**src/rtl/board_led_pkg.sv**
```systemverilog
// Shared encodings for the board LED pattern engine: modes, switch/key field
// positions and the decoded switch control word.
package board_led_pkg;

    typedef enum logic [1:0] {
        MODE_STATIC = 2'd0,
        MODE_BLINK  = 2'd1,
        MODE_CHASE  = 2'd2,
        MODE_COUNT  = 2'd3
    } mode_e;

    localparam int SW_MODE_LSB = 0;
    localparam int SW_DIR      = 2;
    localparam int SW_FAST     = 3;

    localparam int KEY_PAUSE   = 0;
    localparam int KEY_RESTART = 1;

    // Only this many keys/switches carry a function; the rest are ignored.
    localparam int NB_KEY_USED = 2;
    localparam int NB_SW_USED  = 4;

    typedef struct packed {
        logic  fast;
        logic  dir;
        mode_e mode;
    } sw_ctrl_t;

endpackage

```
**src/rtl/input_debounce.sv**
```systemverilog
// Two-flop synchroniser followed by an independent debounce counter per bit.
// A bit's level only follows the sample after CYCLES consecutive differing samples.
module input_debounce #(
    parameter int               WIDTH     = 1,
    parameter int               CYCLES    = 2,
    parameter logic [WIDTH-1:0] RESET_VAL = '0
) (
    input  logic             clk,
    input  logic             rst_n,
    input  logic [WIDTH-1:0] din,
    output logic [WIDTH-1:0] dout
);

    localparam int                CNT_W    = $clog2(CYCLES);
    localparam logic [CNT_W-1:0]  CNT_LAST = CNT_W'(CYCLES - 1);

    logic [WIDTH-1:0] sync1, sync2;

    always_ff @(posedge clk) begin
        if (!rst_n) begin
            sync1 <= RESET_VAL;
            sync2 <= RESET_VAL;
        end else begin
            sync1 <= din;
            sync2 <= sync1;
        end
    end

    for (genvar i = 0; i < WIDTH; i++) begin : g_bit
        logic [CNT_W-1:0] cnt;
        logic             lvl;

        always_ff @(posedge clk) begin
            if (!rst_n) begin
                cnt <= '0;
                lvl <= RESET_VAL[i];
            end else if (sync2[i] == lvl) begin
                cnt <= '0;
            end else if (cnt == CNT_LAST) begin
                cnt <= '0;
                lvl <= sync2[i];
            end else begin
                cnt <= cnt + 1'b1;
            end
        end

        assign dout[i] = lvl;
    end

endmodule

```
**src/rtl/board_led_ctrl.sv**
```systemverilog
// LED pattern engine: debounced keys/switches select an animated pattern
// (static, blink, chase, count) stepped by a pausable prescaler.
module board_led_ctrl
    import board_led_pkg::*;
#(
    parameter int NB_LED          = 8,
    parameter int NB_KEY          = 2,
    parameter int NB_SW           = 4,
    parameter int TICK_DIV        = 5000000,
    parameter int DEBOUNCE_CYCLES = 1000000
) (
    input  logic              clk,
    input  logic              rst_n,
    input  logic [NB_KEY-1:0] key_n,
    input  logic [NB_SW-1:0]  sw,
    output logic [NB_LED-1:0] led,
    output logic              paused,
    output logic              tick
);

    localparam int               PRE_W     = $clog2(TICK_DIV);
    localparam logic [PRE_W-1:0] TERM_SLOW = PRE_W'(TICK_DIV - 1);
    localparam logic [PRE_W-1:0] TERM_FAST = PRE_W'(TICK_DIV / 2 - 1);

    function automatic logic [NB_LED-1:0] alt_bits();
        logic [NB_LED-1:0] v;
        for (int i = 0; i < NB_LED; i++) v[i] = (i % 2 == 0);
        return v;
    endfunction

    localparam logic [NB_LED-1:0] STATIC_PAT = alt_bits();

    logic [NB_KEY_USED-1:0] key_db, key_prev, key_press;
    logic [NB_SW_USED-1:0]  sw_db;
    sw_ctrl_t               ctrl;
    mode_e                  mode_prev;
    logic                   loaded;
    logic                   reload;
    logic [PRE_W-1:0]       pre_cnt, term;
    logic [NB_LED-1:0]      init_pat, step_pat;

    input_debounce #(
        .WIDTH     (NB_KEY_USED),
        .CYCLES    (DEBOUNCE_CYCLES),
        .RESET_VAL ('1)
    ) u_key_db (
        .clk   (clk),
        .rst_n (rst_n),
        .din   (key_n[NB_KEY_USED-1:0]),
        .dout  (key_db)
    );

    input_debounce #(
        .WIDTH     (NB_SW_USED),
        .CYCLES    (DEBOUNCE_CYCLES),
        .RESET_VAL ('0)
    ) u_sw_db (
        .clk   (clk),
        .rst_n (rst_n),
        .din   (sw[NB_SW_USED-1:0]),
        .dout  (sw_db)
    );

    // loaded is low only on the first edge out of reset, forcing the initial load.
    always_comb begin
        key_press = key_prev & ~key_db;
        ctrl.mode = mode_e'(sw_db[SW_MODE_LSB +: 2]);
        ctrl.dir  = sw_db[SW_DIR];
        ctrl.fast = sw_db[SW_FAST];
        term      = ctrl.fast ? TERM_FAST : TERM_SLOW;
        reload    = !loaded || key_press[KEY_RESTART] || (ctrl.mode != mode_prev);
    end

    always_comb begin
        init_pat = '0;
        step_pat = led;
        case (ctrl.mode)
            MODE_STATIC: init_pat = STATIC_PAT;
            MODE_BLINK: begin
                init_pat = '1;
                step_pat = ~led;
            end
            MODE_CHASE: begin
                init_pat = NB_LED'(1);
                step_pat = ctrl.dir ? {led[0], led[NB_LED-1:1]}
                                    : {led[NB_LED-2:0], led[NB_LED-1]};
            end
            MODE_COUNT: step_pat = led + 1'b1;
            default: ;
        endcase
    end

    always_ff @(posedge clk) begin
        if (!rst_n) begin
            led       <= '0;
            paused    <= 1'b0;
            tick      <= 1'b0;
            pre_cnt   <= '0;
            key_prev  <= '1;
            mode_prev <= MODE_STATIC;
            loaded    <= 1'b0;
        end else begin
            key_prev  <= key_db;
            mode_prev <= ctrl.mode;
            loaded    <= 1'b1;
            paused    <= paused ^ key_press[KEY_PAUSE];
            // A reload discards any step due on the same edge.
            if (reload) begin
                led     <= init_pat;
                pre_cnt <= '0;
                tick    <= 1'b0;
            end else if (paused) begin
                tick <= 1'b0;
            end else if (pre_cnt >= term) begin
                led     <= step_pat;
                pre_cnt <= '0;
                tick    <= 1'b1;
            end else begin
                pre_cnt <= pre_cnt + 1'b1;
                tick    <= 1'b0;
            end
        end
    end

endmodule
```
**config.mk**
```make
export PLATFORM = sky130hd
export DESIGN_NAME = board_led_ctrl
export DESIGN_NICKNAME = d
export VERILOG_FILES = /design/src/rtl/board_led_pkg.sv /design/src/rtl/input_debounce.sv /design/src/rtl/board_led_ctrl.sv
export SDC_FILE = /design/constraint.sdc
export NUM_CORES = 1
export LEC_CHECK = 0
export CORE_UTILIZATION = 35
export CTS_CLUSTER_SIZE = 40
export DETAILED_ROUTE_END_ITERATION = 10
export MAX_ROUTING_LAYER = met4
export PLACE_DENSITY = 0.6
export SYNTH_ARGS = -nofsm -noshare
export SYNTH_HDL_FRONTEND = slang
export SYNTH_SLANG_ARGS = --single-unit
```
**constraint.sdc**
```tcl
create_clock -name clk -period 3.4 [get_ports clk]
set_input_delay 0.68 -clock clk [delete_from_list [all_inputs] [get_ports clk]]
set_output_delay 0.68 -clock clk [all_outputs]
set_load 0.02 [all_outputs]
```
==> results of run 1 <==
[critical path, delay by kind of cell (launching register included)]
family          cells  cell delay, ns
compound gates      2            0.74
fa+ha+maj           1            0.33
buf+inv             2            0.51
flops               1            0.53
simple gates        3            0.54
[logic make-up after synthesis]
kind of cell               count (synthesis)  synth area share [%]
AOI/OAI and AO/OA                         44                  3.91
xor gates and xnor gates                 139                  15.2
adders and majority gates                 23                  3.60
buffers and inverters                     47                  2.67
DFF                                      176                  44.0
muxes                                     18                  2.38
and+or+nand+nor                          460                  28.2
[cell type report]
type                            instances  area share, %
Multi-Input combinational cell        684           47.4
Clock buffer                           17           4.73
Inverter                               17          0.710
Timing Repair Buffer                   20           2.14
Clock inverter                         15           1.87
Tap cell                              280           3.90
Sequential cell                       176           39.2
[stage by stage]
stage,util (%),instance area [um2],hold WS (ns),power (W)
CTS,40.7,8980,0.429,0.00417
finish,40.7,8980,0.422,0.00410
global route,40.7,8980,0.442,0.00427
global placement,38.0,8390,0.390,0.00221
detailed placement,38.0,8390,0.410,0.00221
floorplan,-,8000,0.386,0.00218
[layout by cell type, fill, tap and decap left out, types with 4 or more instances in the layout]
cell,netlist,final
xnor2_1,58,58
nand2b_1,7,7
ha_1,23,23
o21ai_1,4,4
nor4_1,6,6
nand3_1,69,69
nand4_1,33,33
nor4b_1,8,8
nor2b_1,4,4
inv_6,0,4
nand2_1,55,55
clkdlybuf4s50_1,0,17
xor2_1,81,81
and2_1,14,14
o21ai_0,8,8
dfxtp_1,176,176
clkbuf_16,0,17
a21oi_1,9,9
mux2i_1,10,10
nand3b_1,4,4
or3_1,8,8
inv_1,17,17
and3_1,15,15
nor3_1,17,17
nor2_1,192,192
mux2_2,8,8
and4_1,14,14
[state kept, by name (all words and copies together) (netlist names), 2 cells and up]
signal	flops
u_sw_db.g_bit.cnt	80
u_key_db.g_bit.cnt	40
pre_cnt	23
led	8
u_sw_db.g_bit.lvl	4
u_sw_db.sync1	4
u_sw_db.sync2	4
key_prev	2
mode_prev	2
u_key_db.g_bit.lvl	2
u_key_db.sync1	2
u_key_db.sync2	2
[where the power goes]
part	switching, W	internal (W)	total [W]
clock network	0.000946	0.000991	0.00194
registers	0.0000150	0.00207	0.00209
logic	0.0000423	0.0000317	0.0000740
total	0.00100	0.00310	0.00410
[worst max-delay path by stage]
stage | start | to | slack [ns] | cells past startpoint
6_report | u_sw_db.g_bit[3].lvl | pre_cnt[19] | 0.64 | 8
5_1_grt | u_sw_db.g_bit[3].lvl | pre_cnt[19] | 0.42 | 9
4_1_cts | u_sw_db.g_bit[3].lvl | pre_cnt[19] | 0.63 | 8
3_5_place_dp | u_sw_db.g_bit[3].lvl | pre_cnt[4] | 0.63 | 8
3_3_place_gp | u_sw_db.g_bit[3].lvl | pre_cnt[2] | 0.72 | 8
2_1_floorplan | u_sw_db.g_bit[3].lvl | led[4] | 1.26 | 8
[routing by layer]
| layer | global-route usage (%) | up-vias | part of all wire (%) |
|---|---|---|---|
| met5 | - | - | 0 |
| met4 | 4.76 | 0 | 1.3 |
| met3 | 3.20 | 14 | 2.7 |
| met2 | 21.0 | 45 | 45 |
| met1 | 16.7 | 2674 | 51 |
| li1 | - | 3099 | - |
==> reports/qor.yml, run 1 <==
regArea_um2: 3520
clock_path_buffers: 2
finalSetupTns_ns: 0
status: "complete, no violations"
dp_hpwl_mm: 9.67
yosysUniqueCellTypes: 55
cts_root_buf: "clkbuf_16"
layout.cells.non_filler: 1209
leakagePower_nw: 2.95
hold_viol: 0
grt_use_total_pct: 13.4
cts_setup_buffers: 0
synth_area_um2: 8000
finalSetupViolations: 0
worst_slack_ns: 0.640
die_h_um: 153
crit_path_start_kind: "flip-flop"
yosysTopAreaCell: "dfxtp_1"
drv_slew: 0
reg2reg_to: "pre_cnt[19]"
post-place-cells: 1177
fill_cells: 2191
grt-ovfl-total: 0
drive_above_1_share_pct: 5.92
syn_area_per_cell_um2: 8.82
ioPinCount: 18
synth-seq-area-share_pct: 44.0
numCtsBuffers: 17
drc_errors: 0
irDropWorstVdd_mv: 0.234
first_global_vias: 5556
worstHoldPathCells: 1
path_cells: "inv_1, ha_1, and4b_1, and4_1, a21oi_2, o21bai_1, buf_4, nor2_1"
timing.rr.start: "u_sw_db.g_bit[3].lvl"
dr.pass1.iters: 8
syn_nets: 938
cts.clk_slew.worst_paths_ns: 0.07
rsz0062_at_grt: "false"
antenna_found_initial: 0
fin_crit_ns: 2.76
routed_wl_mm: 14.1
gp_congestion: 0.774
drtIter0Drc: 304
ys_ff_latch: 176
cts_hold_buffers: 0
crit_required_ns: 3.73
cts.sink_count: 176
core-area_um2: 22100
critPathKind: "reg2reg"
layout.nets: 947
dp_slack_ns: 0.630
port_buffers: 17
grt_pass1_wl_mm: 25.3
dieWidth_um: 153
relSlewSlack_pct: 45.6
crit_path_end_kind: "flip-flop"
syn2layout_area_growth_pct: 12.3
row_count: 54
syn_inst: 907
grt_max_degree: 21
reg2reg_depth: 8
vias: 5832
power_density_nw_per_um2: 456
synth-warning-count: 0
crit_path_max_incr_delay_ns: 0.62
multi_input_area_um2: 4260
cts_tree: "yes"
synth-edff-count: 0
tightest_slew_ns: 0.814
ant_nets: 0
htree_levels: 4
fin_crit_sh_pct: 81.2
maxCapViolations: 0
synth.most_common_cell: "nor2_1"
synth.area.top_cells: "dfxtp_1, nor2_1, xor2_1"
slowest_stage: "o21bai_1"
drt-wirelength-per-cell_um: 11.7
rrSetupSlack_ns: 0.64
synth_flop_cell: "dfxtp_1"
async_flop_share_pct: 0
n_antenna_cell: 0
min_to: "u_key_db.sync2[0]"
insertion_delay_ns: 0.43
cp_data_arrival_time_ns: 3.09
clock.fmax_mhz: 362
vias_per_cell: 4.82
ys_top_cells_by_count: "nor2_1, dfxtp_1, xor2_1"
start_util_pct: 36.2
crit_fanout: 13
skew_ns: 0.0148
cts_resized: 0
yosys.area.top_type_share_pct: 44.0
dieArea_um2: 23500
min_path_type: "reg2reg"
hp-start: "u_key_db.sync1[0]"
(Power assumes the default switching activity.)
==> inputs of run 2 (changes only) <==
==> constraint.sdc (replaced) <==
create_clock -name clk -period 2.85 [get_ports clk]
set_input_delay 0.57 -clock clk [delete_from_list [all_inputs] [get_ports clk]]
set_output_delay 0.57 -clock clk [all_outputs]
set_load 0.02 [all_outputs]
==> reports/qor.yml, run 2 (same netlist as run 1, synthesis figures left out) <==
status: "complete, no violations"  # unchanged
fin_crit_ns: 2.46  # was 2.76 ns
crit_fanout: 10  # was 13
antenna_found_initial: 0  # unchanged
power_density_nw_per_um2: 550  # was 456 nW/um2
routed_wl_mm: 14.2  # was 14.1 mm
row_count: 54  # unchanged
final_common_cell: "nor2_1"  # unchanged
cp_data_arrival_time_ns: 2.77  # was 3.09 ns
crit_required_ns: 3.16  # was 3.73 ns
tightest_slew_ns: 0.679  # was 0.814 ns
fin_crit_sh_pct: 86.2  # was 81.2%
irDropWorstVdd_mv: 0.299  # was 0.234 mV
clock.fmax_mhz: 407  # was 362 MHz
core-area_um2: 22100  # unchanged
vias: 5779  # was 5832
top_register: "u_sw_db.g_bit.cnt"  # unchanged
start_util_pct: 36.2  # unchanged
ioPinCount: 18  # unchanged
n_antenna_cell: 0  # unchanged
insertion_delay_ns: 0.43  # about the same
drive_above_1_share_pct: 6.02  # was 5.92%
gp_congestion: 0.819  # was 0.774
cts.sink_count: 176  # unchanged
die_h_um: 153  # unchanged
clock_path_buffers: 2  # unchanged
vias_per_cell: 4.78  # was 4.82
total_power_w: 0.00496  # was 0.00410 W
dieWidth_um: 153  # unchanged
min_path_type: "reg2reg"  # unchanged
mostFrequentLayoutCells: "nor2_1, dfxtp_1, xor2_1"  # unchanged
cts_setup_buffers: 0  # unchanged
drtIter0Drc: 235  # was 304
finalSetupTns_ns: 0  # unchanged
first_global_vias: 5465  # was 5556
port_buffers: 17  # unchanged
cts.clk_slew.worst_paths_ns: 0.07  # about the same
rsz0062_at_grt: "false"  # unchanged
grt_use_total_pct: 13.4  # about the same
fin_util_pct: 40.8  # was 40.7%
ant_nets: 0  # unchanged
crit_path_start_kind: "flip-flop"  # unchanged
relSlewSlack_pct: 54.8  # was 45.6%
grt_max_degree: 24  # was 21
cts_tree: "yes"  # unchanged
cts_hold_buffers: 0  # unchanged
rrSetupSlack_ns: 0.39  # was 0.64 ns
finalSetupViolations: 0  # unchanged
dr.pass1.iters: 4  # was 8
critPathKind: "reg2reg"  # unchanged
hold_viol: 0  # unchanged
leakagePower_nw: 2.97  # was 2.95 nW
numCtsBuffers: 17  # unchanged
layout.nets: 948  # was 947
grt-ovfl-total: 0  # unchanged
grt_pass1_wl_mm: 25.2  # was 25.3 mm
drv_slew: 0  # unchanged
drc_errors: 0  # unchanged
htree_levels: 4  # unchanged
dieArea_um2: 23500  # unchanged
crit_path_end_kind: "flip-flop"  # unchanged
cts_root_buf: "clkbuf_16"  # unchanged
cts_resized: 0  # unchanged
drt-wirelength-per-cell_um: 11.7  # about the same
reg.largest.list: "u_sw_db.g_bit.cnt x80, u_key_db.g_bit.cnt x40, pre_cnt x23"  # unchanged
maxCapViolations: 0  # unchanged
syn2layout_area_growth_pct: 12.7  # was 12.3%
dp_hpwl_mm: 9.66  # was 9.67 mm
skew_ns: 0.00895  # was 0.0148 ns
largest_register_ffs: 80  # unchanged
-- run 2: cell count changes in the layout (fill, tap and decap cells not counted), sizes merged --
cell	change
inv	-1
bufinv	+1
buf	+1
-- run 2: report_power, final --
| group | total, W | switching (W) | leakage [nW] | internal [W] |
|---|---|---|---|---|
| logic | 0.0000891 | 0.0000507 | 1.25 | 0.0000383 |
| clock network | 0.00238 | 0.00111 | 0.297 | 0.00127 |
| registers | 0.00249 | 0.0000183 | 1.42 | 0.00247 |
-- run 2: per-layer routing --
metal  part of all wire, %  global-route usage, %  up-vias
li1                      -                      -     3097
met1                    51                   16.9     2637
met2                    46                   20.9       37
met3                   2.0                   3.06        8
met4                  0.97                   4.86        0
met5                     0                      -        -
-- run 2: final cells by class --
| type | instances | area, um2 |
|---|---|---|
| Inverter | 17 | 63.8 |
| Tap cell | 280 | 350 |
| Fill cell | 2161 | 13100 |
| Timing Repair Buffer | 21 | 200 |
| Multi-Input combinational cell | 684 | 4260 |
| Clock inverter | 15 | 194 |
| Clock buffer | 17 | 425 |
| Sequential cell | 176 | 3520 |
-- run 2: worst max-delay path, stage by stage (launching register included) --
cell	delay, ns
dfxtp_1	0.54
inv_1	0.20
ha_1	0.36
a21oi_1	0.18
a21oi_1	0.09
a211o_1	0.30
a31oi_4	0.37
mux2i_1	0.24
o21ai_1	0.07
-- run 2: metrics by stage --
stage	worst slack (ns)	std cells	area, um2	hold WS, ns
after floorplan	0.714	907	8000	0.386
after global placement	0.466	1178	8400	0.389
after detailed placement	0.409	1178	8400	0.394
after CTS	0.390	1210	9020	0.412
after global routing	0.164	1210	9020	0.426
final	0.392	1210	9020	0.410
-- run 2: path summary, 6_finish.rpt --
check,start,endpoint,cells past startpoint
setup / recovery,u_sw_db.g_bit[3].lvl,led[7],8
hold / removal,u_key_db.sync1[0],u_key_db.sync2[0],1
setup reg to reg,u_sw_db.g_bit[3].lvl,led[7],8
hold reg to reg,u_key_db.sync1[0],u_key_db.sync2[0],1
==> inputs of run 3 (changes only) <==
--- a/config.mk
+++ b/config.mk
@@ -9,7 +9,8 @@
 export CTS_CLUSTER_SIZE = 40
 export DETAILED_ROUTE_END_ITERATION = 10
 export MAX_ROUTING_LAYER = met4
-export PLACE_DENSITY = 0.6
+export PLACE_DENSITY = 0.51
+export SKIP_CTS_REPAIR_TIMING = 1
 export SYNTH_ARGS = -nofsm -noshare
 export SYNTH_HDL_FRONTEND = slang
 export SYNTH_SLANG_ARGS = --single-unit
==> reports/qor.yml, run 3 (same netlist as run 1, synthesis figures left out) <==
status: "complete, no violations"  # unchanged
finalSetupViolations: 0  # unchanged
cpLargestDelayFamily: "compound AO/OA/AOI/OAI gates"  # unchanged
critPathKind: "reg2reg"  # unchanged
whs_ns: 0.410  # about the same
reg2reg_to: "led[2]"  # was led[7]
worst-path-buf-inv: 1  # unchanged
hold_viol: 0  # unchanged
crit_path_max_incr_delay_ns: 0.44  # was 0.54 ns
top_register: "u_sw_db.g_bit.cnt"  # unchanged
cts.sink_count: 176  # unchanged
finish.instance_area_um2: 9020  # about the same
relSlewSlack_pct: 53.5  # was 54.8%
layout.nets: 949  # was 948
dieWidth_um: 153  # unchanged
largest_register_ffs: 80  # unchanged
timing.rr.start: "u_sw_db.g_bit[3].lvl"  # unchanged
regArea_um2: 3520  # unchanged
first_global_vias: 5411  # was 5465
die_h_um: 153  # unchanged
worstHoldPathCells: 1  # unchanged
cts_tree: "yes"  # unchanged
crit_path_start_kind: "flip-flop"  # unchanged
crit_start: "u_sw_db.g_bit[3].lvl"  # unchanged
routed_wl_mm: 14.5  # was 14.2 mm
rrSetupSlack_ns: 0.49  # was 0.39 ns
irDropWorstVdd_mv: 0.277  # was 0.299 mV
ioPinCount: 18  # unchanged
ant_nets: 0  # unchanged
path_cells: "inv_1, ha_1, o21ai_0, o21bai_1, a211o_1, a21oi_2, o21ai_0, a221oi_1"  # was inv_1, ha_1, a21oi_1, a21oi_1, a211o_1, a31oi_4, mux2i_1, o21ai_1
p_int_w: 0.00378  # about the same
mostFrequentLayoutCells: "nor2_1, dfxtp_1, xor2_1"  # unchanged
grt_max_degree: 24  # unchanged
htree_levels: 4  # unchanged
crit_fanout: 5  # was 10
port_buffers: 17  # unchanged
grt-ovfl-total: 0  # unchanged
cts_root_buf: "clkbuf_16"  # unchanged
vias_per_cell: 4.76  # was 4.78
power_density_nw_per_um2: 552  # was 550 nW/um2
multi_input_area_um2: 4260  # unchanged
cts.clk_slew.worst_paths_ns: 0.07  # about the same
dp_hpwl_mm: 9.76  # was 9.66 mm
tightest_slew_ns: 0.698  # was 0.679 ns
drc_errors: 0  # unchanged
place_area_um2: 8410  # was 8400 um2
skew_ns: 0.0104  # was 0.00895 ns
slowest_stage: "dfxtp_1"  # unchanged
start_util_pct: 36.2  # unchanged
maxCapViolations: 0  # unchanged
drt-wirelength-per-cell_um: 12.0  # was 11.7 um
min_path_type: "reg2reg"  # unchanged
clock.fmax_mhz: 423  # was 407 MHz
reg2reg_depth: 8  # unchanged
drive_above_1_share_pct: 6.12  # was 6.02%
dr.pass1.iters: 4  # unchanged
crit_path_end_kind: "flip-flop"  # unchanged
critPathCapture: "led[2]"  # was led[7]
rsz0062_at_grt: "false"  # unchanged
p_sw_w: 0.00120  # was 0.00118 W
n_antenna_cell: 0  # unchanged
row_count: 54  # unchanged
core-area_um2: 22100  # unchanged
crit_required_ns: 3.18  # was 3.16 ns
clock_path_buffers: 2  # unchanged
gp_congestion: 0.747  # was 0.819
dieArea_um2: 23500  # unchanged
fin_crit_ns: 2.36  # was 2.46 ns
drv_slew: 0  # unchanged
pwr-share-comb_pct: 1.8  # about the same
antenna_found_initial: 0  # unchanged
reg.largest.list: "u_sw_db.g_bit.cnt x80, u_key_db.g_bit.cnt x40, pre_cnt x23"  # unchanged
fin_crit_sh_pct: 82.9  # was 86.2%
leakagePower_nw: 2.98  # was 2.97 nW
final_common_cell: "nor2_1"  # unchanged
cp_data_arrival_time_ns: 2.69  # was 2.77 ns
grt_use_total_pct: 13.6  # was 13.4%
insertion_delay_ns: 0.43  # about the same
fill_cells: 2181  # was 2161
p_seq_share_pct: 50.0  # was 50.3%
switching_share_pct: 24.0  # was 23.7%
numCtsBuffers: 17  # unchanged
critPathMostFrequentCell: "o21ai_0"  # was a21oi_1
path_depth: 8  # unchanged
syn2layout_area_growth_pct: 12.8  # was 12.7%
grt_pass1_wl_mm: 25.5  # was 25.2 mm
drtIter0Drc: 223  # was 235
p_clk_share_pct: 48.2  # was 47.9%
finalSetupTns_ns: 0  # unchanged
vias: 5768  # was 5779
## run 3: stage by stage
step                worst slack [ns]  instances  total power (W)  utilization, %
global placement               0.514       1179          0.00264            38.1
floorplan                      0.714        907          0.00260               -
finish                         0.487       1211          0.00498            40.8
detailed placement             0.499       1179          0.00264            38.1
CTS                            0.471       1211          0.00506            40.8
global route                   0.278       1211          0.00518            40.8
## run 3: layer usage
layer | wire length [um] | up-vias | global-route usage, %
met3 | 342 | 7 | 3.23
met1 | 7580 | 2625 | 17.3
met2 | 6470 | 34 | 21.1
met5 | 0 | - | -
li1 | - | 3102 | -
met4 | 100 | 0 | 4.47
## run 3: worst min-delay path by stage
stage | from | end | slack, ns
after CTS | u_key_db.sync1[0] | u_key_db.sync2[0] | 0.41
final | u_key_db.sync1[0] | u_key_db.sync2[0] | 0.41
after global routing | u_key_db.sync1[0] | u_key_db.sync2[0] | 0.44
after detailed placement | u_key_db.sync1[0] | u_key_db.sync2[0] | 0.40
after global placement | u_key_db.sync1[0] | u_key_db.sync2[0] | 0.39
after floorplan | u_key_db.sync1[0] | u_key_db.sync2[0] | 0.39
## run 3: final cells by class
| cell class | instances | share of cell area [%] |
|---|---|---|
| Clock inverter | 15 | 2.08 |
| Inverter | 17 | 0.707 |
| Clock buffer | 17 | 4.72 |
| Multi-Input combinational cell | 684 | 47.2 |
| Timing Repair Buffer | 22 | 2.30 |
| Tap cell | 280 | 3.88 |
| Sequential cell | 176 | 39.1 |
## run 3: power groups by stage
| stage | clock network, W | logic (W) | registers [W] |
|---|---|---|---|
| 3_3_place_gp | 0 | 0.0000909 | 0.00255 |
| 6_report | 0.00240 | 0.0000886 | 0.00249 |
| 2_1_floorplan | 0 | 0.0000577 | 0.00255 |
| 3_5_place_dp | 0 | 0.0000907 | 0.00255 |
| 5_1_grt | 0.00259 | 0.0000999 | 0.00249 |
| 4_1_cts | 0.00248 | 0.0000914 | 0.00249 |
